===== src/rtl/hyperbus_cfg_pkg.sv =====
// rtl/hyperbus_cfg_pkg.sv - shared types and default table for the HyperBus boot-time register sequencer
package hyperbus_cfg_pkg;

    localparam int unsigned REG_AW = 32;
    localparam int unsigned REG_DW = 32;

    typedef struct packed {
        logic [REG_AW-1:0]   addr;
        logic                write;
        logic [REG_DW-1:0]   wdata;
        logic [REG_DW/8-1:0] wstrb;
        logic                valid;
    } hb_reg_req_t;

    typedef struct packed {
        logic [REG_DW-1:0] rdata;
        logic              error;
        logic              ready;
    } hb_reg_rsp_t;

    typedef struct packed {
        logic [REG_AW-1:0] addr;
        logic [REG_DW-1:0] data;
    } cfg_entry_t;

    typedef enum logic [1:0] {
        ST_WAIT,
        ST_WRITE,
        ST_READ,
        ST_DONE
    } cfg_state_e;

    // Standard two-chip setup: timing and latency first, chip address map last.
    localparam int unsigned CFG_DEFAULT_NUM = 4;
    localparam logic [CFG_DEFAULT_NUM-1:0][REG_AW-1:0] CFG_DEFAULT_ADDR = {
        32'h0000_001C, 32'h0000_0018, 32'h0000_0008, 32'h0000_0004
    };
    localparam logic [CFG_DEFAULT_NUM-1:0][REG_DW-1:0] CFG_DEFAULT_DATA = {
        32'h0100_0000, 32'h0000_0000, 32'h0000_0006, 32'h0000_0C35
    };

endpackage


===== src/rtl/hyperbus_cfg_rom.sv =====
// rtl/hyperbus_cfg_rom.sv - combinational lookup of the compile-time configuration table
module hyperbus_cfg_rom
    import hyperbus_cfg_pkg::*;
#(
    parameter int unsigned NumCfg       = CFG_DEFAULT_NUM,
    parameter int unsigned RegAddrWidth = REG_AW,
    parameter int unsigned RegDataWidth = REG_DW,
    parameter int unsigned IdxW         = (NumCfg > 1) ? $clog2(NumCfg) : 1,
    parameter logic [NumCfg-1:0][RegAddrWidth-1:0] CfgAddr = '0,
    parameter logic [NumCfg-1:0][RegDataWidth-1:0] CfgData = '0
) (
    input  logic [IdxW-1:0] i_idx,
    output cfg_entry_t      o_entry
);

    // Indices past the table end read as zero rather than out-of-range.
    always_comb begin
        o_entry = '0;
        for (int i = 0; i < int'(NumCfg); i++) begin
            if (i_idx == IdxW'(i)) begin
                o_entry.addr = REG_AW'(CfgAddr[i]);
                o_entry.data = REG_DW'(CfgData[i]);
            end
        end
    end

endmodule


===== src/rtl/hyperbus_cfg_seq.sv =====
// rtl/hyperbus_cfg_seq.sv - boot-time HyperBus register sequencer; HYPERBUS_CFG_READBACK_EN adds write readback
module hyperbus_cfg_seq
    import hyperbus_cfg_pkg::*;
#(
    parameter int unsigned RegAddrWidth = REG_AW,
    parameter int unsigned RegDataWidth = REG_DW,
    parameter type         reg_req_t    = hb_reg_req_t,
    parameter type         reg_rsp_t    = hb_reg_rsp_t,
    parameter int unsigned NumCfg       = CFG_DEFAULT_NUM,
    parameter logic [NumCfg-1:0][RegAddrWidth-1:0] CfgAddr = '0,
    parameter logic [NumCfg-1:0][RegDataWidth-1:0] CfgData = '0,
    parameter int unsigned StartDelay   = 300*200,
    parameter int unsigned MaxRetries   = 3
) (
    input  logic     clk_i,
    input  logic     rst_ni,
    input  logic     restart_i,
    input  reg_req_t reg_req_i,
    output reg_rsp_t reg_rsp_o,
    output reg_req_t reg_req_o,
    input  reg_rsp_t reg_rsp_i,
    output logic     busy_o,
    output logic     done_o,
    output logic     error_o
);

    localparam int unsigned IdxW = (NumCfg > 1) ? $clog2(NumCfg) : 1;
    localparam int unsigned CntW = (StartDelay > 0) ? $clog2(StartDelay + 1) : 1;
    localparam int unsigned RtyW = (MaxRetries > 0) ? $clog2(MaxRetries + 1) : 1;
    localparam logic [IdxW-1:0] LastIdx = IdxW'(NumCfg - 1);
    localparam logic [CntW-1:0] CntMax  = CntW'(StartDelay);
    localparam logic [RtyW-1:0] RtyMax  = RtyW'(MaxRetries);

    cfg_state_e      r_state, w_state_d;
    logic [IdxW-1:0] r_idx, w_idx_d;
    logic [RtyW-1:0] r_retry, w_retry_d;
    logic [CntW-1:0] r_cnt, w_cnt_d;
    logic            r_error, w_error_d;
    logic            r_restart_pend, w_pend_d;
    reg_req_t        r_req, w_req_d;
    cfg_entry_t      w_entry;
    logic            w_hs;
    logic            w_advance;
    logic            w_done;

    // Looked up by the next index so the request register loads the entry it is about to issue.
    hyperbus_cfg_rom #(
        .NumCfg       (NumCfg),
        .RegAddrWidth (RegAddrWidth),
        .RegDataWidth (RegDataWidth),
        .IdxW         (IdxW),
        .CfgAddr      (CfgAddr),
        .CfgData      (CfgData)
    ) u_rom (
        .i_idx   (w_idx_d),
        .o_entry (w_entry)
    );

    assign w_hs = r_req.valid && reg_rsp_i.ready;

    always_comb begin
        w_state_d = r_state;
        w_idx_d   = r_idx;
        w_retry_d = r_retry;
        w_cnt_d   = r_cnt;
        w_error_d = r_error;
        w_pend_d  = r_restart_pend;
        w_advance = 1'b0;
        unique case (r_state)
            ST_WAIT: begin
                if (r_cnt == CntMax) begin
                    w_state_d = ST_WRITE;
                    w_idx_d   = '0;
                    w_retry_d = '0;
                end else begin
                    w_cnt_d = r_cnt + 1'b1;
                end
            end
            ST_WRITE: begin
                if (w_hs) begin
                    if (reg_rsp_i.error) begin
                        if (r_retry < RtyMax) begin
                            w_retry_d = r_retry + 1'b1;
                        end else begin
                            w_error_d = 1'b1;
                            w_advance = 1'b1;
                        end
                    end else begin
`ifdef HYPERBUS_CFG_READBACK_EN
                        w_state_d = ST_READ;
`else
                        w_advance = 1'b1;
`endif
                    end
                end
            end
`ifdef HYPERBUS_CFG_READBACK_EN
            ST_READ: begin
                if (w_hs) begin
                    if (reg_rsp_i.error || (reg_rsp_i.rdata != r_req.wdata)) begin
                        if (r_retry < RtyMax) begin
                            w_retry_d = r_retry + 1'b1;
                            w_state_d = ST_WRITE;
                        end else begin
                            w_error_d = 1'b1;
                            w_advance = 1'b1;
                        end
                    end else begin
                        w_advance = 1'b1;
                    end
                end
            end
`endif
            ST_DONE: begin
                // A restart never cuts off a host transfer in flight; it waits for an idle cycle.
                if ((restart_i || r_restart_pend) && !reg_req_i.valid) begin
                    w_state_d = ST_WAIT;
                    w_cnt_d   = '0;
                    w_idx_d   = '0;
                    w_retry_d = '0;
                    w_error_d = 1'b0;
                    w_pend_d  = 1'b0;
                end else if (restart_i) begin
                    w_pend_d = 1'b1;
                end
            end
            default: w_state_d = ST_WAIT;
        endcase

        if (w_advance) begin
            if (r_idx == LastIdx) begin
                w_state_d = ST_DONE;
            end else begin
                w_idx_d   = r_idx + 1'b1;
                w_retry_d = '0;
                w_state_d = ST_WRITE;
            end
        end

        w_req_d = '0;
        if ((w_state_d == ST_WRITE) || (w_state_d == ST_READ)) begin
            w_req_d.valid = 1'b1;
            w_req_d.write = (w_state_d == ST_WRITE);
            w_req_d.addr  = w_entry.addr;
            w_req_d.wdata = w_entry.data;
            w_req_d.wstrb = '1;
        end
    end

    always_ff @(posedge clk_i or negedge rst_ni) begin
        if (!rst_ni) begin
            r_state        <= ST_WAIT;
            r_idx          <= '0;
            r_retry        <= '0;
            r_cnt          <= '0;
            r_error        <= 1'b0;
            r_restart_pend <= 1'b0;
            r_req          <= '0;
        end else begin
            r_state        <= w_state_d;
            r_idx          <= w_idx_d;
            r_retry        <= w_retry_d;
            r_cnt          <= w_cnt_d;
            r_error        <= w_error_d;
            r_restart_pend <= w_pend_d;
            r_req          <= w_req_d;
        end
    end

    assign w_done  = (r_state == ST_DONE);
    assign done_o  = w_done;
    assign busy_o  = !w_done;
    assign error_o = r_error;

    always_comb begin
        reg_req_o = w_done ? reg_req_i : r_req;
        reg_rsp_o = w_done ? reg_rsp_i : '0;
    end

endmodule


===== config.mk =====
export PLATFORM = sky130hd
export DESIGN_NAME = hyperbus_cfg_seq
export DESIGN_NICKNAME = d
export VERILOG_FILES = /design/src/rtl/hyperbus_cfg_pkg.sv /design/src/rtl/hyperbus_cfg_rom.sv /design/src/rtl/hyperbus_cfg_seq.sv
export SDC_FILE = /design/constraint.sdc
export NUM_CORES = 1
export LEC_CHECK = 0
export CAP_MARGIN = 20
export CORE_ASPECT_RATIO = 1.25
export CORE_UTILIZATION = 44
export CTS_CLUSTER_DIAMETER = 200
export DETAILED_ROUTE_END_ITERATION = 6
export GPL_ROUTABILITY_DRIVEN = 1
export PLACE_DENSITY = 0.82
export SYNTH_ARGS = -nofsm -noshare
export SYNTH_HDL_FRONTEND = slang
export SYNTH_HIERARCHICAL = 1
export SYNTH_SLANG_ARGS = --single-unit

===== constraint.sdc =====
create_clock -name clk_i -period 3.5 [get_ports clk_i]
set_clock_uncertainty 0.2 [all_clocks]
set_input_delay 0.525 -clock clk_i [delete_from_list [all_inputs] [get_ports clk_i]]
set_output_delay 0.525 -clock clk_i [all_outputs]
set_load 0.1 [all_outputs]

==> impl_results.md <==
- Synthesized flop and latch total: 90
- Hold slack: 0.122 ns
- Grt ovf: 0
- # resized after CTS: 0
- Ant. Diodes: 0
- Wirelength per Cell: about 14 um
- Slowest CP cell: ha_4
- Initial antenna violation count: 0
- Die area: 12200 um^2
- Worst IR Drop VDD: 0.216 mV
- RSZ-0062 raised after global routing: no
- Static leakage: between 3 and 4 nW
- Met3 Use GR: 3.11%
- Drt total wl: 11900 um
- Most frequent cells in the layout: buf_4 (113), clkdlybuf4s50_1 (105), dfrtp_1 (90)
- CP Class: reg2out
- Met2 Usage GRT: 35.1%
- Number of remaining DRC errors: 0
- Final Max Slew Viols: 0
- Power Density: 306 nW/um^2
- Hold Buf Count CTS: 0
- Mapped cell area: 5190 um^2
- Final Wtd Congestion: 0.861
- Slew @ Worst Pin: slightly above 0.9 ns
- H-Tree Depth: 3
- Max-cap viol count: 0
- Critical R2R Launch: r_cnt[7]$_DFFE_PN0P_
- Avg Cell Area, Syn: 10.5 um^2
- Num rows: 43
- CTS buffer count: 9
- CP Launch Type: flip-flop
- Main flop type after synthesis: dfrtp_1
- Netlist cell types: 50
- Worst Hold Class: in2async
- Die Ht: approximately 120 um
- Post-Synthesis Cells: 493
- Cell Chain, Critical Path: ha_4 -> clkinvlp_4 -> nand2_1 -> o21ai_4 -> buf_4
- Setup bufs post-CTS: 0
- Reg2reg path depth: 7
- Vias/cell: about 4.9
- Most Crowded Layer GR: met2
- Standard cell core area: about 11000 um^2
- Status: complete, no violations
- Port Buffer Count: 213
- Post-synth EDFFs: 0
- Post-route ant nets: 0
- Yosys warns: 6
- Area Growth Syn to Fin: 40.5%
- Worst EP arrival: 2.31 ns
- DRT iter0 DRCs: 166
- Max-slew headroom: a little under two fifths
- Setup_tns: 0 ns
- Total number of vias: about 4100
- Endpoint type of the worst setup path: output port
- Clock Path Buffers: 2
- Largest delay share family, worst path: buffers and inverters
- Most common cell after layout, fill and taps aside: buf_4
- CP Buf/Inv Count: 2
- Final Cycle Share: about 87%
- Largest net degree at the start of global routing: 76
- Register area share after synthesis: 43.4%
- Total Routing Usage GR: a little under a fifth
- Max Freq: 329 MHz
- Met1 usage: between 20% and 30%
- I/O pins: between 200 and 250
- Vias in the first global route: approximately 3800
- DRT Pass-1 Iters: 5
- Crit-path max FO: 45
- Reg-to-reg slack, setup: 1.05 ns
- Stages on the worst setup path: 5
- Sink Count: 90
- Clk root buf: clkbuf_16
- Async set-reset flop share out of synthesis: 100%
- Clock-pin slew on the worst setup and hold paths: 0.06 ns
- Layout cells sized above 1: between 30% and 40%
- Endpoints failing setup: 0
- First-pass GRT wire length: between 15000 and 20000 um
- Worst r2r dst: r_req[3]$_DFF_PN0_
- DP HPWL: 8800 um
- Crit-path max cell delay: 0.53 ns
- Final nets: 809
- Crit path time final: 3.04 ns
- CP required: ~2.8 ns
- Initial Util: 45.9%
- Die width: 99.1 um
- CTS tree: built
- Worst-Skew Late Latency: 0.33 ns
- Final Hold Viols: 0
synthesized netlist by cell type, drive strengths merged, types with 8 or more instances:
master	count	area share (%)
ha	8	1.9
inv	9	0.65
nand2	20	1.4
clkbuf	21	1.5
mux2	68	15
o21ai	10	0.96
o31ai	13	1.9
nor2b	66	8.0
dfrtp	90	43
a21oi	9	0.87
buf	71	9.9
and2	35	4.2
per-layer routing:
layer | share of wire [%] | wire [um]
met5 | 0 | 0
met4 | 2.1 | 249
met3 | 6.2 | 737
met2 | 55 | 6540
met1 | 37 | 4410
worst reg2reg max path: stages, from the launching register on:
cell,delay [ns]
dfrtp_1,0.47
or4b_4,0.59
nor4_4,0.22
buf_4,0.26
a211oi_1,0.08
o21bai_1,0.21
ha_2,0.32
inv_1,0.05
cell families after synthesis:
| logic type | after synthesis | synth area share, % |
|---|---|---|
| compound gates | 62 | 8.35 |
| fa+ha+maj | 8 | 1.93 |
| buf+inv | 101 | 12.0 |
| flops | 90 | 43.4 |
| mux | 69 | 15.0 |
| other cells | 1 | 0.0723 |
| simple gates | 162 | 19.2 |
flip-flops by register name (all words and copies together), names as in the netlist:
| register | count |
|---|---|
| r_req | 66 |
| r_cnt | 16 |
| r_idx | 2 |
| r_retry | 2 |
| r_state | 2 |
| error_o | 1 |
| r_restart_pend | 1 |
final cells by class:
cell class	count	area, um^2
Clock buffer	10	239
Fill cell	903	4010
Inverter	9	37.5
Clock inverter	6	90.1
Tap cell	135	169
Sequential cell	90	2250
Multi-Input combinational cell	365	2580
Timing Repair Buffer	219	1920
how the worst max path moves through the flow:
stage / startpoint / endpoint
2_1_floorplan: r_state[0]$_DFF_PN0_ / reg_req_o[1]
3_3_place_gp: r_state[0]$_DFF_PN0_ / reg_req_o[0]
3_5_place_dp: r_state[0]$_DFF_PN0_ / reg_req_o[0]
4_1_cts: r_state[0]$_DFF_PN0_ / reg_req_o[0]
5_1_grt: r_state[0]$_DFF_PN0_ / reg_req_o[0]
6_report: r_state[0]$_DFF_PN0_ / reg_req_o[0]
power breakdown:
| group | total, mW | internal (mW) | leakage (nW) | switching (mW) |
|---|---|---|---|---|
| clock | 1.04 | 0.646 | 0.159 | 0.390 |
| sequential | 1.04 | 1.04 | 1.22 | 0 |
| combinational | 0.158 | 0.114 | 2.21 | 0.0441 |
stage by stage:
step	utilization, %	setup slack (ns)	cell area, um^2	total power [mW]	instances
2_1_floorplan	-	0.0759	5450	1.13	556
3_3_place_gp	61.6	0.900	6960	1.21	818
3_5_place_dp	61.6	0.805	6960	1.22	818
4_1_cts	64.5	0.428	7290	2.26	834
5_1_grt	64.5	0.300	7290	2.31	834
6_report	64.5	0.463	7290	2.23	834
(Power assumes the default switching activity.)
